File: src/rtl/video_timing_pkg.sv
// Shared definitions for the synthetic video source: pattern encodings,
// pixel width and a helper that sums a line or frame from its segments.
package video_timing_pkg;

    localparam int RGB_W = 24;

    typedef enum logic [1:0] {
        PAT_BARS  = 2'd0,
        PAT_RAMP  = 2'd1,
        PAT_CHECK = 2'd2,
        PAT_SOLID = 2'd3
    } pattern_e;

    // Total length of a line (pixels) or frame (lines) from its four segments.
    function automatic int calc_total(input int active, input int fp, input int sync, input int bp);
        return active + fp + sync + bp;
    endfunction

endpackage

File: src/rtl/video_pattern_gen.sv
// Combinational test-pattern source: turns the raster position, the frame
// counter and the selected pattern into one 24-bit {R,G,B} pixel.
module video_pattern_gen
    import video_timing_pkg::*;
#(
    parameter int H_ACTIVE = 64,
    parameter int CNT_W    = 12
) (
    input  logic [CNT_W-1:0] x_i,
    input  logic [CNT_W-1:0] y_i,
    input  logic [7:0]       frame_cnt_i,
    input  pattern_e         pattern_i,
    output logic [RGB_W-1:0] pixel_o
);

    // Eight equal-width bars span the active line.
    localparam logic [CNT_W-1:0] BAR_W = CNT_W'(H_ACTIVE / 8);

    logic [CNT_W-1:0] bar_full;
    logic [2:0]       bar;
    logic [2:0]       bar_rgb;
    logic             unused_bits;

    assign bar_full = x_i / BAR_W;
    assign bar      = bar_full[2:0];
    // Bar index is inverted so bar 0 is white and bar 7 is black.
    assign bar_rgb  = ~bar;

    // Only bit 3 of y and the low bar bits carry meaning; the rest is ignored.
    assign unused_bits = ^{y_i[CNT_W-1:4], y_i[2:0], bar_full[CNT_W-1:3]};

    // Select the pixel colour for the requested pattern.
    always_comb begin
        pixel_o = '0;
        unique case (pattern_i)
            PAT_BARS:  pixel_o = {{8{bar_rgb[2]}}, {8{bar_rgb[1]}}, {8{bar_rgb[0]}}};
            PAT_RAMP:  pixel_o = {x_i[7:0], x_i[7:0], x_i[7:0]};
            PAT_CHECK: pixel_o = (x_i[3] ^ y_i[3]) ? 24'hFFFFFF : 24'h000000;
            PAT_SOLID: pixel_o = {frame_cnt_i, ~frame_cnt_i, frame_cnt_i};
            default:   pixel_o = '0;
        endcase
    end

endmodule

File: src/rtl/video_timing_gen.sv
// Raster timing and test-pattern source for the pixel-stream interface.
// Counters walk the frame, sync/enable are decoded from them, and every
// output is registered so it describes the counter state one clock earlier.
module video_timing_gen
    import video_timing_pkg::*;
#(
    parameter int   H_ACTIVE = 64,
    parameter int   H_FP     = 4,
    parameter int   H_SYNC   = 8,
    parameter int   H_BP     = 8,
    parameter int   V_ACTIVE = 48,
    parameter int   V_FP     = 2,
    parameter int   V_SYNC   = 2,
    parameter int   V_BP     = 4,
    parameter logic HS_POL   = 1'b1,
    parameter logic VS_POL   = 1'b1,
    parameter int   CNT_W    = 12
) (
    input  logic             clk,
    input  logic             rst_n,
    input  logic             en,
    input  logic [1:0]       pattern_sel,
    output logic             de_out,
    output logic             h_sync_out,
    output logic             v_sync_out,
    output logic [RGB_W-1:0] pixel_out,
    output logic [CNT_W-1:0] x_out,
    output logic [CNT_W-1:0] y_out,
    output logic             frame_start
);

    localparam int H_TOTAL = calc_total(H_ACTIVE, H_FP, H_SYNC, H_BP);
    localparam int V_TOTAL = calc_total(V_ACTIVE, V_FP, V_SYNC, V_BP);

    localparam logic [CNT_W-1:0] H_LAST   = CNT_W'(H_TOTAL - 1);
    localparam logic [CNT_W-1:0] V_LAST   = CNT_W'(V_TOTAL - 1);
    localparam logic [CNT_W-1:0] H_ACT_C  = CNT_W'(H_ACTIVE);
    localparam logic [CNT_W-1:0] V_ACT_C  = CNT_W'(V_ACTIVE);
    localparam logic [CNT_W-1:0] HS_START = CNT_W'(H_ACTIVE + H_FP);
    localparam logic [CNT_W-1:0] HS_END   = CNT_W'(H_ACTIVE + H_FP + H_SYNC);
    localparam logic [CNT_W-1:0] VS_START = CNT_W'(V_ACTIVE + V_FP);
    localparam logic [CNT_W-1:0] VS_END   = CNT_W'(V_ACTIVE + V_FP + V_SYNC);

    logic [CNT_W-1:0] h_q, h_d;
    logic [CNT_W-1:0] v_q, v_d;
    logic [7:0]       frame_q, frame_d;
    pattern_e         pat_q, pat_d;

    logic             de_q, de_d;
    logic             hs_q, hs_d;
    logic             vs_q, vs_d;
    logic [RGB_W-1:0] pix_q, pix_d;
    logic [CNT_W-1:0] x_q, y_q;
    logic             fs_q, fs_d;

    logic             origin;
    logic [RGB_W-1:0] pat_pixel;

    assign origin = (h_q == '0) && (v_q == '0);

    // Pattern is sampled only at the frame origin so a frame never tears;
    // the origin pixel itself already uses the newly sampled value.
    assign pat_d = origin ? pattern_e'(pattern_sel) : pat_q;

    video_pattern_gen #(
        .H_ACTIVE (H_ACTIVE),
        .CNT_W    (CNT_W)
    ) u_pattern (
        .x_i         (h_q),
        .y_i         (v_q),
        .frame_cnt_i (frame_q),
        .pattern_i   (pat_d),
        .pixel_o     (pat_pixel)
    );

    // Next raster position: pixel wraps into the next line, line into the next frame.
    always_comb begin
        h_d     = h_q + 1'b1;
        v_d     = v_q;
        frame_d = frame_q;
        if (h_q == H_LAST) begin
            h_d = '0;
            if (v_q == V_LAST) begin
                v_d     = '0;
                frame_d = frame_q + 8'd1;
            end else begin
                v_d = v_q + 1'b1;
            end
        end
    end

    // Decode enable, syncs and pixel for the position being processed now.
    always_comb begin
        de_d  = (h_q < H_ACT_C) && (v_q < V_ACT_C);
        hs_d  = ((h_q >= HS_START) && (h_q < HS_END)) ? HS_POL : ~HS_POL;
        vs_d  = ((v_q >= VS_START) && (v_q < VS_END)) ? VS_POL : ~VS_POL;
        pix_d = de_d ? pat_pixel : '0;
        fs_d  = origin;
    end

    // Raster counters, frame counter and latched pattern; frozen while en is low.
    always_ff @(posedge clk or negedge rst_n) begin
        if (!rst_n) begin
            h_q     <= '0;
            v_q     <= '0;
            frame_q <= '0;
            pat_q   <= PAT_BARS;
        end else if (en) begin
            h_q     <= h_d;
            v_q     <= v_d;
            frame_q <= frame_d;
            pat_q   <= pat_d;
        end
    end

    // Output registers: one clock behind the counters, held while en is low.
    always_ff @(posedge clk or negedge rst_n) begin
        if (!rst_n) begin
            de_q  <= 1'b0;
            hs_q  <= ~HS_POL;
            vs_q  <= ~VS_POL;
            pix_q <= '0;
            x_q   <= '0;
            y_q   <= '0;
            fs_q  <= 1'b0;
        end else if (en) begin
            de_q  <= de_d;
            hs_q  <= hs_d;
            vs_q  <= vs_d;
            pix_q <= pix_d;
            x_q   <= h_q;
            y_q   <= v_q;
            fs_q  <= fs_d;
        end
    end

    assign de_out      = de_q;
    assign h_sync_out  = hs_q;
    assign v_sync_out  = vs_q;
    assign pixel_out   = pix_q;
    assign x_out       = x_q;
    assign y_out       = y_q;
    assign frame_start = fs_q;

endmodule

File: config.mk
export PLATFORM = sky130hd
export DESIGN_NAME = video_timing_gen
export DESIGN_NICKNAME = d
export VERILOG_FILES = /design/src/rtl/video_timing_pkg.sv /design/src/rtl/video_pattern_gen.sv /design/src/rtl/video_timing_gen.sv
export SDC_FILE = /design/constraint.sdc
export NUM_CORES = 1
export LEC_CHECK = 0
export CORE_MARGIN = 8
export CORE_UTILIZATION = 50
export CTS_CLUSTER_DIAMETER = 120
export DETAILED_ROUTE_END_ITERATION = 8
export PLACE_DENSITY = 0.82
export SLEW_MARGIN = 20
export SYNTH_ARGS = -nofsm -noshare
export SYNTH_HDL_FRONTEND = slang
export SYNTH_HIERARCHICAL = 1
export SYNTH_SLANG_ARGS = --single-unit
File: constraint.sdc
create_clock -name clk -period 6 [get_ports clk]
set_clock_uncertainty 0.1 [all_clocks]
set_input_delay 0.6 -clock clk [delete_from_list [all_inputs] [get_ports clk]]
set_output_delay 0.6 -clock clk [all_outputs]
set_load 0.01 [all_outputs]
==> reports/qor.csv <==
stage,metric,value,unit
global_routing,grt_pass1_vias,3131,
place,preCtsSetupSlack,2.82,ns
yosys,synthCells,370,
sta,period_needed,3.18,ns
clock_network,clk_pin_slew_worst_paths,0.09,ns
routing,drt_iter0_drc,183,
sta,slew_headroom,33.8,%
power_and_ir_drop,pwr_density_cell,348,nW/um2
yosys,syn-cell-area,4120,um2
yosys,synth_xor_area_share,5.46,%
hold_path,hold_path_class,in2async,
yosys,synth_top_area_share,52.2,%
layout,drive_above_1_share,15.8,%
routing,routed-via-count,2991,
sta,grt_setup_unrepaired,no,
critical_path,worstSetupPathType,reg2reg,
layout,seq_area,2150,um2
yosys,yosysWarnings,6,
yosys,synthMuxAreaShare,7.46,%
clock_network,htree_num_levels,3,
layout,antenna_cells,0,
floorplanning,core_area,8090,um2
floorplanning,die_y,107,um
outcome,status,"complete, no violations",
layout,syn_to_final_growth,19.9,%
floorplanning,rows,33,
critical_path,arrival,3.33,ns
global_routing,groute.usage.overall,16.8,%
sta,max_freq,315,MHz
clock_network,clkSinkCount,86,
sta,setup_violations,0,
yosys,synthArstFlopShare,100,%
place,dp_hpwl,6.33,mm
yosys,synth_ff_type,dfrtp_1,
yosys,seq_area_frac_synth,52.2,%
yosys,yosys.area_share.simple,15.5,%
sta,setup_slack,2.82,ns
floorplanning,die_area,11400,um2
clock_network,post_cts_buffers,0,
sta,finalHoldViolCount,0,
sta,fin_crit_sh,53.0,%
place,placed_cell_area,4730,um2
global_routing,gr-usage-met1,20.9,%
yosys,synth-adder-area-share,1.52,%
layout,final_area,4950,um2
floorplanning,initial_core_util,51.0,%
sta,tightest_slew,0.991,ns
yosys,synth_cell_type_count,53,
critical_path,cp-start-kind,flop,
global_routing,grt-ovfl-total,0,
yosys,synthTopCellsByCount,"dfrtp_1 (86), nand2_1 (29), mux2_2 (26)",
layout,multiInputGateArea,1810,um2
layout,final_nets,430,
yosys,syn_avg_cell_area,11.1,um2
routing,drt_first_pass_iters,4,
global_routing,grt_util_met3,3.78,%
yosys,yosys.area.top_type,dfrtp_1,
routing,drc_errors,0,
critical_path,r2r_end,pixel_out[12],
global_routing,grt_busiest_layer,met2,
global_routing,antenna_found_initial,0,
routing,vias_per_cell,5.64,
floorplanning,die_w,107,um
power_and_ir_drop,leakagePower,2.21,nW
routing,ant_nets,0,
clock_network,cts_buffers,9,
yosys,synth_top_family_by_area,simple AND/OR/NAND/NOR gates,
critical_path,end_kind,flop,
place,numPortBuffers,56,
place,gp_congestion,0.882,
yosys,synth_compound_area_share,14.0,%
critical_path,r2r_slack,2.82,ns
power_and_ir_drop,vdd_drop_max,0.174,mV
yosys,syn_nets,380,
routing,wl_per_cell,17.0,um
critical_path,regToRegStartpoint,h_q[7],
routing,drt_wl_total,9.00,mm
critical_path,ff2ff_path_depth,8,
critical_path,slowest_stage,mux2_2,
clock_network,clockBufferDepth,2,
global_routing,grt_max_degree,87,
critical_path,required,6.15,ns
critical_path,cp_cell_sequence,nor4_2 > nand4_1 > nor3_1 > mux2_2 > nand2b_1 > o211ai_4 > o21ai_2 > a22o_1,
clock_network,post_cts_resized,0,
clock_network,ctsHoldBuffers,0,
clock_network,cts_root_buffer,clkbuf_8,
layout,utilization,61.1,%
clock_network,clkLatencyLatePin,0.36,ns
floorplanning,pin_count,57,
sta,slew_violations,0,
global_routing,grt_pass1_wl,15.5,mm
yosys,ys_ff_latch,86,
layout,fillers,656,
sta,finalSetupTns,0,ns
yosys,synth_most_common_cell,dfrtp_1,
critical_path,slowest_delay,0.55,ns
flow_run,max_cap_violations,0,
yosys,synthTopCellsByArea,"dfrtp_1 (52%), mux2_2 (7.1%), a22o_1 (5.1%), nand2_1 (2.6%), xnor2_1 (2.3%)",
clock_network,cts_tree,yes,
critical_path,worst-path-max-fanout,26,
yosys,synth_edf_count,0,
global_routing,grt.met2_usage,27.1,%
placed cells by master (no fill, tap or decap), types with 2 or more instances in the layout:
cell	count
a21oi_1	10
o21ai_2	8
o21ai_1	14
nor2_1	8
nand2b_1	5
inv_1	16
or4b_1	2
clkdlybuf4s50_1	55
inv_2	2
nand3_1	11
and3_1	3
o21ai_0	12
o32ai_1	2
nor3_1	7
a31oi_1	2
clkinvlp_4	3
nor4_1	5
and2_1	7
mux2_2	26
dfrtp_1	86
xnor2_1	11
a22o_1	24
xor2_1	11
a21o_1	4
nor4_2	2
nor2b_1	6
nand2_1	29
clkbuf_8	11
nor3b_1	2
ha_1	5
nand4_1	12
per-layer routing:
metal,vias to the layer above,wire [um]
li1,1429,-
met1,1452,3940
met2,89,4340
met3,21,534
met4,0,190
met5,-,0
flip-flops by register name (all words and copies together), names as in the netlist:
name and cells:
v_sync_out 1, pat_q 2, frame_q 8, h_q 12, x_out 12, pixel_out 24
de_out 1, frame_start 1, y_out 12, h_sync_out 1, v_q 12
worst max-delay path by stage:
| stage | from | to | slack, ns | depth (start not counted) |
|---|---|---|---|---|
| 2_1_floorplan | v_q[8] | pixel_out[5] | 3.32 | 9 |
| 3_3_place_gp | en | v_q[0] | 2.87 | 5 |
| 3_5_place_dp | en | v_q[0] | 2.82 | 5 |
| 4_1_cts | v_q[8] | pixel_out[8] | 2.83 | 8 |
| 5_1_grt | v_q[8] | pixel_out[22] | 2.54 | 8 |
| 6_report | h_q[7] | pixel_out[12] | 2.82 | 8 |
per-stage QoR:
step                      hold WS, ns  power, mW  instances
after floorplan                 0.204       1.06        370
after global placement          0.367       1.30        514
after detailed placement        0.374       1.32        514
after CTS                       0.358       1.74        530
after global routing            0.244       1.82        530
final                           0.167       1.72        530
critical path: cells and delay by family (launching register included):
family           cells  cell delay (ns)
AND/OR/NAND/NOR      4             1.40
multiplexers         1             0.55
AO/OA/AOI/OAI        3             0.52
flip-flops           1             0.49
logic make-up (layout without fill, tap and decap cells):
group	Yosys count	count (layout)
AOI/OAI and AO/OA	81	81
DFF	86	86
muxes	27	27
adders and majority gates	5	5
buffers and inverters	37	92
xor gates and xnor gates	24	24
and+or+nand+nor	110	110
cell type report:
cell class                 count  area share, %
clock buffer                  11           3.06
sequential                    86           43.5
clock inverter                 5           1.16
inverter                      19           1.44
timing repair buffer          57           11.5
multi-input combinational    247           36.7
tap                          105           2.66
power breakdown:
part           internal (mW)  switching (mW)  total (mW)
registers              0.678           0.106       0.784
clock network          0.214           0.207       0.421
logic                  0.281           0.233       0.514
total                   1.17           0.546        1.72
No activity file was read; power rests on OpenSTA's default activity.
==> RTL edit 1, RTL diff (same flow settings) <==
`CNT_W` is set to 12 in 2 places; all go to 24.
--- a/src/rtl/video_pattern_gen.sv
+++ b/src/rtl/video_pattern_gen.sv
@@ -4,7 +4,7 @@
     import video_timing_pkg::*;
 #(
     parameter int H_ACTIVE = 64,
-    parameter int CNT_W    = 12
+    parameter int CNT_W    = 24
 ) (
     input  logic [CNT_W-1:0] x_i,
     input  logic [CNT_W-1:0] y_i,
--- a/src/rtl/video_timing_gen.sv
+++ b/src/rtl/video_timing_gen.sv
@@ -14,7 +14,7 @@
     parameter int   V_BP     = 4,
     parameter logic HS_POL   = 1'b1,
     parameter logic VS_POL   = 1'b1,
-    parameter int   CNT_W    = 12
+    parameter int   CNT_W    = 24
 ) (
     input  logic             clk,
     input  logic             rst_n,
Interface: changed (resized x_out and y_out); port bits go from 57 to 81. The function was not compared with the original's and may differ.
==> RTL edit 1 against the original RTL <==
  * Utilization increased by 2.2 points
  * Final area increased by 59%
  * Largest power group is now the clock network
  * Power increased by 50%
  * Area after synthesis increased by 52%
  * Worst setup slack got worse by 0.059 ns
  * Wire length increased by 62%
  * Global-route usage increased by 1.9 points
  * Sequential cell count increased by 48
==> RTL edit 1: results (changes against the original RTL) <==
Placement
  • GP Congestion: 0.875 (was 0.882)
  • Placed cell count: 764 (was 514)
  • Buffers on Ports: 80 (was 56)

Finish
  • Layout Nets: 621 (was 430)
  • Layout cell share with drive strength beyond 1: 19.7% (was 15.8%)
  • Final cell count without fillers: 796 (was 530)

Yosys
  • Post-synthesis xor/xnor area fraction: 6.80% (was 5.46%)
  • Post-Synth Adder-Cell Area: 0.997% (was 1.52%)
  • Compound-Gate Fraction of Synth Area: 9.03% (was 14.0%)
  • Top cells by count, synth: 134 x dfrtp_1, 53 x mux2_2, 35 x xnor2_1, 34 x nand2_1, 32 x nand3_1 (was 86 x dfrtp_1, 29 x nand2_1, 26 x mux2_2, 24 x a22o_1, 16 x inv_1)
  • Post-synthesis mux area share: 9.69% (was 7.46%)
  • Syn_nets: 543 (was 380)
  • Synth Instances: 533 (was 370)
  • Distinct cells, synth: 57 (was 53)

Power
  • P_leak: 3.52 nW (was 2.21 nW)
  • Highest ir drop seen on vdd: 0.242 mV (was 0.174 mV)

Global route
  • Vias in the first global route: 4675 (was 3131)
  • First-pass GRT wire length: 24100 µm (was 15500 µm)

Critical path
  • Worst r2r path cells: 9 (was 8)
  • Crit path DAT: 3.44 ns (was 3.33 ns)
  • Worst reg2reg path startpoint: h_q[21] (was h_q[7])
  • Crit Reg-Reg Endpoint: pixel_out[15] (was pixel_out[12])
  • FF-to-FF setup slack: 2.76 ns (was 2.82 ns)

Routing
  • Vias per inst: 5.58 (was 5.64)
  • DRT iter0 DRCs: 293 (was 183)

Status
  • Outcome: finished, final reports clean (unchanged)

Clocking
  • Clock Tree Root: clkbuf_16 (was clkbuf_8)
[RTL edit 1: metal layers]
layer  up-vias  track usage, %  wire length [µm]
met5         -               0                 0
met3        20            6.66               899
met2       133            30.6              7250
met1      2219            22.3              6210
li1       2069               -                 -
met4         0            6.71               214
[RTL edit 1: worst max-delay path, cell delays in order (launching register included)]
cell,delay [ns]
dfrtp_1,0.45
nor4_4,0.39
nand3_1,0.27
nor4_2,0.32
and3_1,0.25
mux2_2,0.51
nand2b_1,0.28
o211ai_4,0.21
o21ai_2,0.10
a22o_1,0.21
[RTL edit 1: area by class of cell]
cell class / count / share of cell area (%)
clock buffers: 18 / 5.59
clock inverters: 14 / 2.93
inverters: 18 / 0.859
multi-input cells: 358 / 34.9
flip-flops and latches: 134 / 42.6
well taps: 172 / 2.74
repair buffers: 82 / 10.3
[RTL edit 1: worst max path at each step]
stage / startpoint / slack (ns) / depth (start not counted) / end
floorplan: h_q[13] / 3.20 / 11 / pixel_out[5]
global placement: h_q[16] / 2.96 / 9 / pixel_out[10]
detailed placement: h_q[21] / 2.82 / 9 / pixel_out[10]
CTS: h_q[16] / 2.79 / 9 / pixel_out[10]
global route: h_q[16] / 2.56 / 9 / pixel_out[8]
finish: h_q[21] / 2.76 / 9 / pixel_out[15]
[RTL edit 1: kinds of logic (layout without fill, tap and decap cells)]
family                   after synthesis  count (layout)
AO/OA/AOI/OAI                         78              78
XOR/XNOR                              47              47
adder cells (fa/ha/maj)                5               5
buffers and inverters                 41             132
flip-flops                           134             134
multiplexers                          54              54
AND/OR/NAND/NOR                      174             174
[RTL edit 1: metrics by stage]
stage          cell area, µm²  hold WS, ns
2_1_floorplan            6280        0.204
3_3_place_gp             7190        0.371
3_5_place_dp             7190        0.385
4_1_cts                  7860        0.286
5_1_grt                  7860        0.173
6_report                 7860        0.121
[RTL edit 1: power by group]
| part | internal, W | leakage, nW | switching, W |
|---|---|---|---|
| clock | 0.000786 | 0.329 | 0.000385 |
| sequential | 0.000964 | 1.81 | 0.0000850 |
| combinational | 0.000181 | 1.38 | 0.000182 |
==> RTL edit 2, RTL diff (same flow settings) <==
Made on the original files. Register the output `x_out` once more, without a reset; this adds one clock of latency there. The other outputs are not delayed to match.
--- a/src/rtl/video_timing_gen.sv
+++ b/src/rtl/video_timing_gen.sv
@@ -138,7 +138,9 @@
     assign h_sync_out  = hs_q;
     assign v_sync_out  = vs_q;
     assign pixel_out   = pix_q;
-    assign x_out       = x_q;
+    always_ff @(posedge clk) begin
+        x_out <= x_q;
+    end
     assign y_out       = y_q;
     assign frame_start = fs_q;
 
Check against the original RTL: not equivalent (Yosys sat finds a counterexample within 4 cycles, from zero or initial values and one cycle with rst_n low).
==> RTL edit 2 against the original RTL <==
  * Worst setup slack worse by 0.16 ns
  * Utilization down 0.73 points
  * Area after synthesis up 6.6%
  * First-iteration DRC count up 18%
  * Sequential power down 0.6%
  * Sequential cell count up 12
  * Wire length up 8.1%
  * Power down 13%
  * Sequential share of layout area up 2.4 points
  * Via count up 5.1%
  * Final area up 5.4%
  * Largest power group unchanged
==> RTL edit 2: results (changes against the original RTL) <==
Power
  • P_leak: 2.31 nW (was 2.21 nW)
  • Sw frac: 29.3% (was 31.8%)
  • P_clk: 0.000451 W (was 0.000421 W)
  • Highest ir drop seen on vdd: 0.118 mV (was 0.174 mV)

Placement
  • Post-DP HPWL: 6930 µm (was 6330 µm)
  • GP Congestion: 0.851 (was 0.882)

Critical path
  • CP max stage cell: or4_4 (was mux2_2)
  • Crit Reg-Reg Endpoint: pixel_out[13] (was pixel_out[12])
  • CP max stage delay: 0.59 ns (was 0.55 ns)
  • FF-to-FF setup slack: 2.66 ns (was 2.82 ns)
  • Crit path from: h_q[3] (was h_q[7])
  • Crit path DAT: 3.49 ns (was 3.33 ns)

Routing
  • DRT iter0 DRCs: 216 (was 183)
  • DR WL/cell: 17.8 µm (was 17.0 µm)
  • Detailed-route via count: 3145 (was 2991)

Clocking
  • Sink Count: 98 (was 86)
  • Clock Tree Root: clkbuf_8 (unchanged)

Die
  • Core area: 8640 µm² (was 8090 µm²)

Finish
  • Layout cell share with drive strength beyond 1: 15.5% (was 15.8%)
  • ClkCell Share: 4.08% (was 4.22%)
  • Layout Nets: 443 (was 430)
  • Repair and plain buffers: 58 (was 57)
  • FF/Latch Area: 2390 µm² (was 2150 µm²)
  • NonClk Buf Share: 11.1% (was 11.5%)
  • Fill cell count: 741 (was 656)
  • Multi-input logic area: 1830 µm² (was 1810 µm²)

Yosys
  • Compound-Gate Fraction of Synth Area: 12.5% (was 14.0%)
  • Top cells by count, synth: 86 x dfrtp_1, 28 x mux2_2, 27 x nand2_1, 24 x a22o_1, 21 x clkbuf_1 (was 86 x dfrtp_1, 29 x nand2_1, 26 x mux2_2, 24 x a22o_1, 16 x inv_1)
  • Post-synthesis xor/xnor area fraction: 5.13% (was 5.46%)
  • Distinct cells, synth: 51 (was 53)
  • Register area share after synthesis: 54.4% (was 52.2%)
  • Syn_nets: 400 (was 380)
  • Largest cells by area after synthesis: dfrtp_1 49%, mux2_2 7.2%, dfxtp_1 5.5% (was dfrtp_1 52%, mux2_2 7.1%, a22o_1 5.1%)
  • Post-Synth Adder-Cell Area: 1.42% (was 1.52%)
  • Asr flop ratio synth: 87.8% (was 100%)
  • Post-synthesis mux area share: 8.09% (was 7.46%)

Status
  • Outcome: finished, final reports clean (unchanged)

Global route
  • Gr usage total: 17.4% (was 16.8%)
  • First-pass GRT wire length: 16300 µm (was 15500 µm)
  • Vias in the first global route: 3192 (was 3131)

STA
  • Tightest Pin Transition: 0.928 ns (was 0.991 ns)
==> RTL edit 2: changes by cell type in the layout (fill, tap and decap cells not counted), sizes merged, moves of 4 or more <==
cell | unedited run | this run
a21oi | 10 | 6
dfxtp | 0 | 12
nor3 | 8 | 12
o21ai | 34 | 30
or3 | 0 | 6
or4 | 1 | 6
==> RTL edit 2: metrics by stage <==
| stage | cell area [µm²] | power, W | setup WS [ns] | hold slack [ns] | instances |
|---|---|---|---|---|---|
| floorplan | 4390 | 0.000958 | 2.97 | 0.204 | 390 |
| global placement | 5000 | 0.00105 | 2.85 | 0.254 | 530 |
| detailed placement | 5000 | 0.00106 | 2.75 | 0.256 | 530 |
| CTS | 5210 | 0.00151 | 2.69 | 0.274 | 546 |
| global route | 5220 | 0.00158 | 2.50 | 0.225 | 546 |
| finish | 5220 | 0.00149 | 2.66 | 0.178 | 546 |
==> RTL edit 2: per-layer routing <==
metal  global-route usage [%]  wire (µm)
met1                     22.3       4180
met4                     7.14        157
met3                     4.45        718
met5                        0          0
met2                     27.4       4680
